### config.mk
export PLATFORM = sky130hd
export DESIGN_NAME = divider_iter
export DESIGN_NICKNAME = d
export VERILOG_FILES = /design/src/rtl/divider_iter.sv
export SDC_FILE = /design/constraint.sdc
export NUM_CORES = 1
export LEC_CHECK = 0
export ABC_AREA = 1
export BUFFER_PORTS_ARGS = -buffer_cell sky130_fd_sc_hd__buf_2
export CORE_ASPECT_RATIO = 0.5
export CORE_MARGIN = 2
export CORE_UTILIZATION = 61
export DETAILED_ROUTE_END_ITERATION = 10
export PLACE_DENSITY = 0.84
export SYNTH_ARGS = -nofsm -noshare
export SYNTH_HDL_FRONTEND = slang
export SYNTH_SLANG_ARGS = --single-unit
### constraint.sdc
create_clock -name clk -period 2.8 [get_ports clk]
set_input_delay 0.42 -clock clk [delete_from_list [all_inputs] [get_ports clk]]
set_output_delay 0.42 -clock clk [all_outputs]
set_load 0.02 [all_outputs]
### src/rtl/divider_iter.sv
// divider_iter: multi-cycle restoring integer divider (signed/unsigned) with valid/ack handshake and annul.
// Optional feature macro: DIVIDER_ITER_EARLY_OUT_EN bypasses CALC when |dividend| < |divisor|.
module divider_iter #(
    parameter int WIDTH           = 32,
    parameter int STEPS_PER_CYCLE = 1
) (
    input  logic             clk,
    input  logic             rst,
    input  logic             start_i,
    input  logic             signed_i,
    input  logic             annul_i,
    input  logic [WIDTH-1:0] dividend_i,
    input  logic [WIDTH-1:0] divisor_i,
    input  logic             ack_i,
    output logic             busy_o,
    output logic             valid_o,
    output logic [WIDTH-1:0] quotient_o,
    output logic [WIDTH-1:0] remainder_o,
    output logic             div_zero_o
);
    localparam int N  = WIDTH / STEPS_PER_CYCLE;
    localparam int CW = (N > 1) ? $clog2(N) : 1;

    typedef enum logic [1:0] {IDLE, CALC, FIX, DONE} state_t;

    state_t           state_q, state_d;
    logic [CW-1:0]    cnt_q, cnt_d;
    logic [WIDTH-1:0] rem_q, rem_d;
    logic [WIDTH-1:0] quo_q, quo_d;
    logic [WIDTH-1:0] dvs_q, dvs_d;
    logic             neg_quo_q, neg_quo_d;
    logic             neg_rem_q, neg_rem_d;
    logic [WIDTH-1:0] quotient_q, quotient_d;
    logic [WIDTH-1:0] remainder_q, remainder_d;
    logic             div_zero_q, div_zero_d;
    logic [WIDTH-1:0] a_mag, b_mag, step_rem, step_quo;
    logic             a_neg, b_neg, accept, skip, last, zero_div;

    assign a_neg    = signed_i && dividend_i[WIDTH-1];
    assign b_neg    = signed_i && divisor_i[WIDTH-1];
    assign a_mag    = a_neg ? -dividend_i : dividend_i;
    assign b_mag    = b_neg ? -divisor_i : divisor_i;
    assign accept   = start_i && !annul_i;
    assign zero_div = divisor_i == '0;
    assign last     = cnt_q == CW'(N - 1);

`ifdef DIVIDER_ITER_EARLY_OUT_EN
    assign skip = a_mag < b_mag;
`else
    assign skip = 1'b0;
`endif

    // Chained restoring steps: shift next dividend bit into the partial remainder, keep the trial if no borrow
    always_comb begin
        logic [WIDTH:0] trial;
        logic [WIDTH:0] diff;
        step_rem = rem_q;
        step_quo = quo_q;
        trial    = '0;
        diff     = '0;
        for (int s = 0; s < STEPS_PER_CYCLE; s++) begin
            trial    = {step_rem, step_quo[WIDTH-1]};
            diff     = trial - {1'b0, dvs_q};
            step_quo = {step_quo[WIDTH-2:0], ~diff[WIDTH]};
            step_rem = diff[WIDTH] ? trial[WIDTH-1:0] : diff[WIDTH-1:0];
        end
    end

    // State register
    always_ff @(posedge clk) begin
        if (rst) state_q <= IDLE;
        else     state_q <= state_d;
    end

    // Next-state logic; annul returns to IDLE from any busy state
    always_comb begin
        state_d = state_q;
        case (state_q)
            IDLE:    if (accept) state_d = zero_div ? DONE : skip ? FIX : CALC;
            CALC:    state_d = annul_i ? IDLE : last ? FIX : CALC;
            FIX:     state_d = annul_i ? IDLE : DONE;
            DONE:    state_d = (annul_i || ack_i) ? IDLE : DONE;
            default: state_d = IDLE;
        endcase
    end

    // FSM outputs
    always_comb begin
        busy_o      = state_q != IDLE;
        valid_o     = state_q == DONE;
        quotient_o  = quotient_q;
        remainder_o = remainder_q;
        div_zero_o  = div_zero_q;
    end

    // Datapath next values: operand capture, iteration, sign fix-up and result capture
    always_comb begin
        cnt_d       = cnt_q;
        rem_d       = rem_q;
        quo_d       = quo_q;
        dvs_d       = dvs_q;
        neg_quo_d   = neg_quo_q;
        neg_rem_d   = neg_rem_q;
        quotient_d  = quotient_q;
        remainder_d = remainder_q;
        div_zero_d  = div_zero_q;
        case (state_q)
            IDLE: if (accept) begin
                cnt_d     = '0;
                dvs_d     = b_mag;
                neg_quo_d = a_neg ^ b_neg;
                neg_rem_d = a_neg;
                rem_d     = skip ? a_mag : '0;
                quo_d     = skip ? '0 : a_mag;
                if (zero_div) begin
                    quotient_d  = '1;
                    remainder_d = dividend_i;
                    div_zero_d  = 1'b1;
                end
            end
            CALC: begin
                cnt_d = cnt_q + CW'(1);
                rem_d = step_rem;
                quo_d = step_quo;
            end
            FIX: if (!annul_i) begin
                quotient_d  = neg_quo_q ? -quo_q : quo_q;
                remainder_d = neg_rem_q ? -rem_q : rem_q;
                div_zero_d  = 1'b0;
            end
            default: ;
        endcase
    end

    // Datapath registers
    always_ff @(posedge clk) begin
        if (rst) begin
            cnt_q       <= '0;
            rem_q       <= '0;
            quo_q       <= '0;
            dvs_q       <= '0;
            neg_quo_q   <= 1'b0;
            neg_rem_q   <= 1'b0;
            quotient_q  <= '0;
            remainder_q <= '0;
            div_zero_q  <= 1'b0;
        end else begin
            cnt_q       <= cnt_d;
            rem_q       <= rem_d;
            quo_q       <= quo_d;
            dvs_q       <= dvs_d;
            neg_quo_q   <= neg_quo_d;
            neg_rem_q   <= neg_rem_d;
            quotient_q  <= quotient_d;
            remainder_q <= remainder_d;
            div_zero_q  <= div_zero_d;
        end
    end
endmodule

---- Yosys cells after proc, flatten, opt, wreduce, memory -nomap -nowiden ----
Cells that the tools add are included.
word-level totals
  register bits ........................... 170
  output and inout port bits .............. 67
  word-level logic and storage cells ...... 68
cells by class
  add/subtract/negate cells ............... 6
  equality and inequality tests ........... 7
  muxes and demuxes ....................... 30
  bitwise operators ....................... 2
  reductions and logical operators ........ 13
operators with widths
  cell                                            count
  two-way mux 32 bit                              13
  case mux 32 bit (2 select lines)                4
  negator 32 bit                                  4
  subtractor 33 x 32 -> 33 bit                    1
  logical NOT 32 bit                              1
  two-way mux 2 bit                               6
  case mux 5 bit (2 select lines)                 1
  case mux 2 bit (4 select lines)                 1
  != test 2 bit (second input constant)           3
  nonzero test 2 bit                              3
  adder 5 x 1 -> 5 bit (second input constant)    1
  == test 5 bit (second input constant)           1
  two-way mux 5 bit                               1
  == test 2 bit (second input constant)           2
  AND reduction 2 bit                             2
  AND reduction 4 bit                             1
  logical AND 1 bit                               3
  two-way mux 1 bit                               3
  == test 2 x 1 -> 1 bit (second input constant)  1
  logical NOT 2 bit                               1
  case mux 1 bit (2 select lines)                 1
  logical NOT 1 bit                               1
  logical OR 1 bit                                1
  NOT 1 bit                                       1
  XOR 1 bit                                       1

---- Logic depth before layout (Yosys ltp) ----
  depth after elaboration ................. 4
  mapped depth ............................ 18

---- Least setup slack after synthesis ----
No wires, ideal clock.
  kind .................................... flip-flop to flip-flop
  start point ............................. register quo_q[31]
  end point ............................... register rem_q[13]
  arrival ................................. 2124 ps
  path slack .............................. 543 ps
  stages on the path, launching flop included .. 19
  buffers on the path ..................... 1
  path through ............................ dfxtp_1 -> inv_1 -> ha_1 -> fa_1 -> inv_2 -> nand2_1 -> nand2_1 -> nand3_1 -> nand2_2 -> nand2_2 -> nand2_4 -> nand2_4 -> nand2_4 -> nand2_8 -> nand2_8 -> buf_6 -> nand2_1 -> nand3_1 -> a21oi_2
on the way
  cells in the longest elaborated chain, start to end .. 3
ends and longest elaborated chain
  what                              RTL line  RTL
  start, declared                   29        logic [WIDTH-1:0] quo_q, quo_d;
  start signal, assigned            150       quo_q <= quo_d;
  subtractor 33 x 32 -> 33 bit      63        diff = trial - {1'b0, dvs_q};
  two-way mux 32 bit                65        step_rem = diff[WIDTH] ? trial[WIDTH-1:0] : diff[WIDTH-1:0];
  case mux 32 bit (2 select lines)  107       case (state_q)
  end signal, assigned              149       rem_q <= rem_d;
  end, declared                     28        logic [WIDTH-1:0] rem_q, rem_d;
No other way between the ends.
A chain may end at the register's enable or synchronous reset.

---- Worst setup path after layout ----
  start point ............................. register quo_q[31]
  end point ............................... register rem_q[3]
Same word-level chain as after synthesis.

==> key figures <==
STA
  – Final Slew Violations: 0
  – Total negative setup slack: 0 ps
  – Worst Slack Setup Final: 193 ps
  – Max-Slew Margin vs Limit: 0.527
  – RSZ-0062 raised after global routing: false
  – Achievable Freq: 384 MHz
  – Clk_skew: 22.3 ps
  – Final setup fails: 0
  – Slew @ Worst Pin: 709 ps
  – Min Tclk post-route: 2610 ps
  – Crit share post-route: 0.931
  – Final hold vios: 0

Clocking
  – Resize count post-CTS: 0
  – Hold-fix buffers, CTS: 0
  – CTS Sinks: 170
  – Clock Tree Buf Depth: 2
  – Root buffer cell: clkbuf_16
  – Number of buffers created by CTS: 17
  – H-tree Lvls: 4
  – Post-CTS setup buffer count: 0
  – CTS tree: built
  – Clock-pin slew on the worst setup and hold paths: around 70 ps
  – Skew-Pair Late Insertion Delay: about 460 ps

Finish
  – Area grow syn2layout: 11.2%
  – Fraction of layout cells with a size suffix above 1: 0.122
  – N_diodes: 0
  – Commonest cells after routing, fill and taps aside: 581 x nand2_1, 288 x inv_1, 247 x nor2_1, 213 x nand3_1, 170 x dfxtp_1
  – Finished Layout Cells: 2605
  – Most common cell after layout, fill and taps aside: nand2_1
  – Final Instance Area: 14600 um^2
  – Layout net count: 2428

Power
  – Leak Pwr: 7.15 nW
  – Cell Pwr Density: 676 nW/um^2
  – Worst VDD drop: approximately 0.4 mV

Synthesis
  – Syn Area/Cell: between 5 and 6 um^2
  – Top FF cell, synth: dfxtp_1
  – Mapped Cells: 2215
  – Seq cells post-synth: 170
  – Warnings, synthesis: 0
  – Netlist cell types: 53
  – Post-synth EDFFs: 0
  – Top post-synthesis cells by area: dfxtp_1 26%, nand2_1 17%, inv_1 8.2%
  – Syn_nets: between 2000 and 2500
  – Mapped cell area: 13100 um^2
  – Synth async-reset ratio: 0
  – Area share of the largest cell type after synthesis: 0.260
  – Area leader, netlist: dfxtp_1
  – Post-synthesis sequential area ratio: 0.260

Placement
  – Detailed Place HPWL: 32400 um
  – Placed inst area: ~14000 um^2
  – Pre-CTS setup slack: 256 ps
  – PortBufs: around 140
  – Placer Congestion: 1.02
  – Inst Count DP: 2573

Routing
  – Post-route antenna net violation count: 0
  – # DRC: 0
  – Total Wirelength: 41800 um
  – Drt wl/cell: 16.0 um
  – First-iteration detailed-routing DRC count: around 1700
  – Routed vias: approximately 15000
  – Detail-routed via count per cell: roughly 5.7
  – First-pass DRT Iterations: 6

Global route
  – Initial antenna violation count: 0
  – Largest net degree at the start of global routing: 54
  – Vias in the first global route: 12800
  – GRT overflow: 0
  – First-pass GRT wire length: 65900 um
  – Total GRT Usage: 0.368

Die
  – Die width: 211 um
  – Cell row count: 37
  – Die area: 22800 um^2
  – Initial core utilization: 0.629
  – Die Y: 108 um
  – Core area: around 21000 um^2
  – I/O pin cnt: 137

Worst setup path
  – Worst Path Max Fanout: 27
  – Critical Path Start Type: flop
  – Crit path arrival time: 2920 ps
  – Max incr delay on CP: 430 ps
  – Crit path required time: 3110 ps
  – Critical path class: flop to flop
  – Crit path cell chain: inv_1, ha_1, fa_1, inv_2, nand2_1, nand2_1, nand3_1, nand2_2, nand2_2, nand2_4, nand2_4, nand2_4, nand2_8, nand2_8, nand2_1, nand3_1, a21oi_1
  – Crit end category: flop
  – CP max stage cell: fa_1

Hold path
  – HP Class: input pin to flop

Flow run
  – Max Cap Viol: 0

Status
  – Status: finished clean
-- Yosys cell counts (all sizes together) (13+ instances only) --
| master | n |
|---|---|
| a21oi | 175 |
| a31oi | 29 |
| buf | 35 |
| clkbuf | 46 |
| dfxtp | 170 |
| ha | 38 |
| inv | 310 |
| nand2 | 607 |
| nand3 | 217 |
| nand4 | 20 |
| nor2 | 264 |
| nor3 | 31 |
| o211ai | 13 |
| o21ai | 142 |
| o22ai | 17 |
| xnor2 | 16 |
| xor2 | 30 |
-- through the flow --
step / power (mW) / util / hold slack [ps]
2_1_floorplan: 6.24 / - / 436
5_1_grt: 10.5 / 0.700 / 270
4_1_cts: 9.71 / 0.700 / 253
6_report: 9.86 / 0.700 / 264
3_3_place_gp: 7.33 / 0.672 / 441
3_5_place_dp: 7.35 / 0.672 / 449
-- path summary, 6_finish.rpt --
check,startpoint,end,slack (ps),cells after the start
setup / recovery,quo_q[31],rem_q[3],190,17
hold / removal,divisor_i[0],dvs_q[0],260,3
setup reg to reg,quo_q[31],rem_q[3],190,17
hold reg to reg,quotient_o[4],quotient_o[4],460,1
-- layer usage --
layer,part of all wire,global-route usage,routed length [um],vias up
li1,-,-,-,7352
met1,0.45,0.533,18800,6645
met2,0.42,0.548,17400,690
met3,0.11,0.0723,4630,63
met4,0.022,0.110,906,0
met5,0,0,0,-
-- area by class of cell --
| type | instances | area [um^2] |
|---|---|---|
| clock buffer | 19 | 443 |
| clock inverter | 13 | 129 |
| fill | 1988 | 6250 |
| inverter | 312 | 1180 |
| multi-input combinational | 1652 | 8150 |
| sequential | 170 | 3400 |
| tap | 273 | 342 |
| timing repair buffer | 166 | 933 |
-- cell families (layout without fill, tap and decap cells) --
| group | count (synthesis) | after routing | synth area share |
|---|---|---|---|
| AO/OA/AOI/OAI | 399 | 399 | 0.167 |
| XOR/XNOR | 46 | 46 | 0.0307 |
| adder cells (fa/ha/maj) | 39 | 39 | 0.0378 |
| buffers and inverters | 393 | 510 | 0.121 |
| flip-flops | 170 | 170 | 0.260 |
| AND/OR/NAND/NOR | 1168 | 1168 | 0.384 |
-- sequential cells by signal, indices dropped and copies added, names as in the netlist --
register	flops
neg_rem_q	1
remainder_o	32
quo_q	32
cnt_q	5
state_q	2
neg_quo_q	1
rem_q	32
dvs_q	32
div_zero_o	1
quotient_o	32
-- critical path: cells and delay by family (launching register included) --
family / cells / cell delay [ps]
AO/OA/AOI/OAI: 1 / 70
AND/OR/NAND/NOR: 12 / 1190
flip-flops: 1 / 340
buffers and inverters: 2 / 180
adder cells (fa/ha/maj): 2 / 680
-- where the power goes --
part           total [mW]  switching [mW]  internal (mW)
clock                2.37            1.10           1.28
combinational        4.76            3.27           1.49
sequential           2.72           0.173           2.55
(Power assumes the default switching activity.)
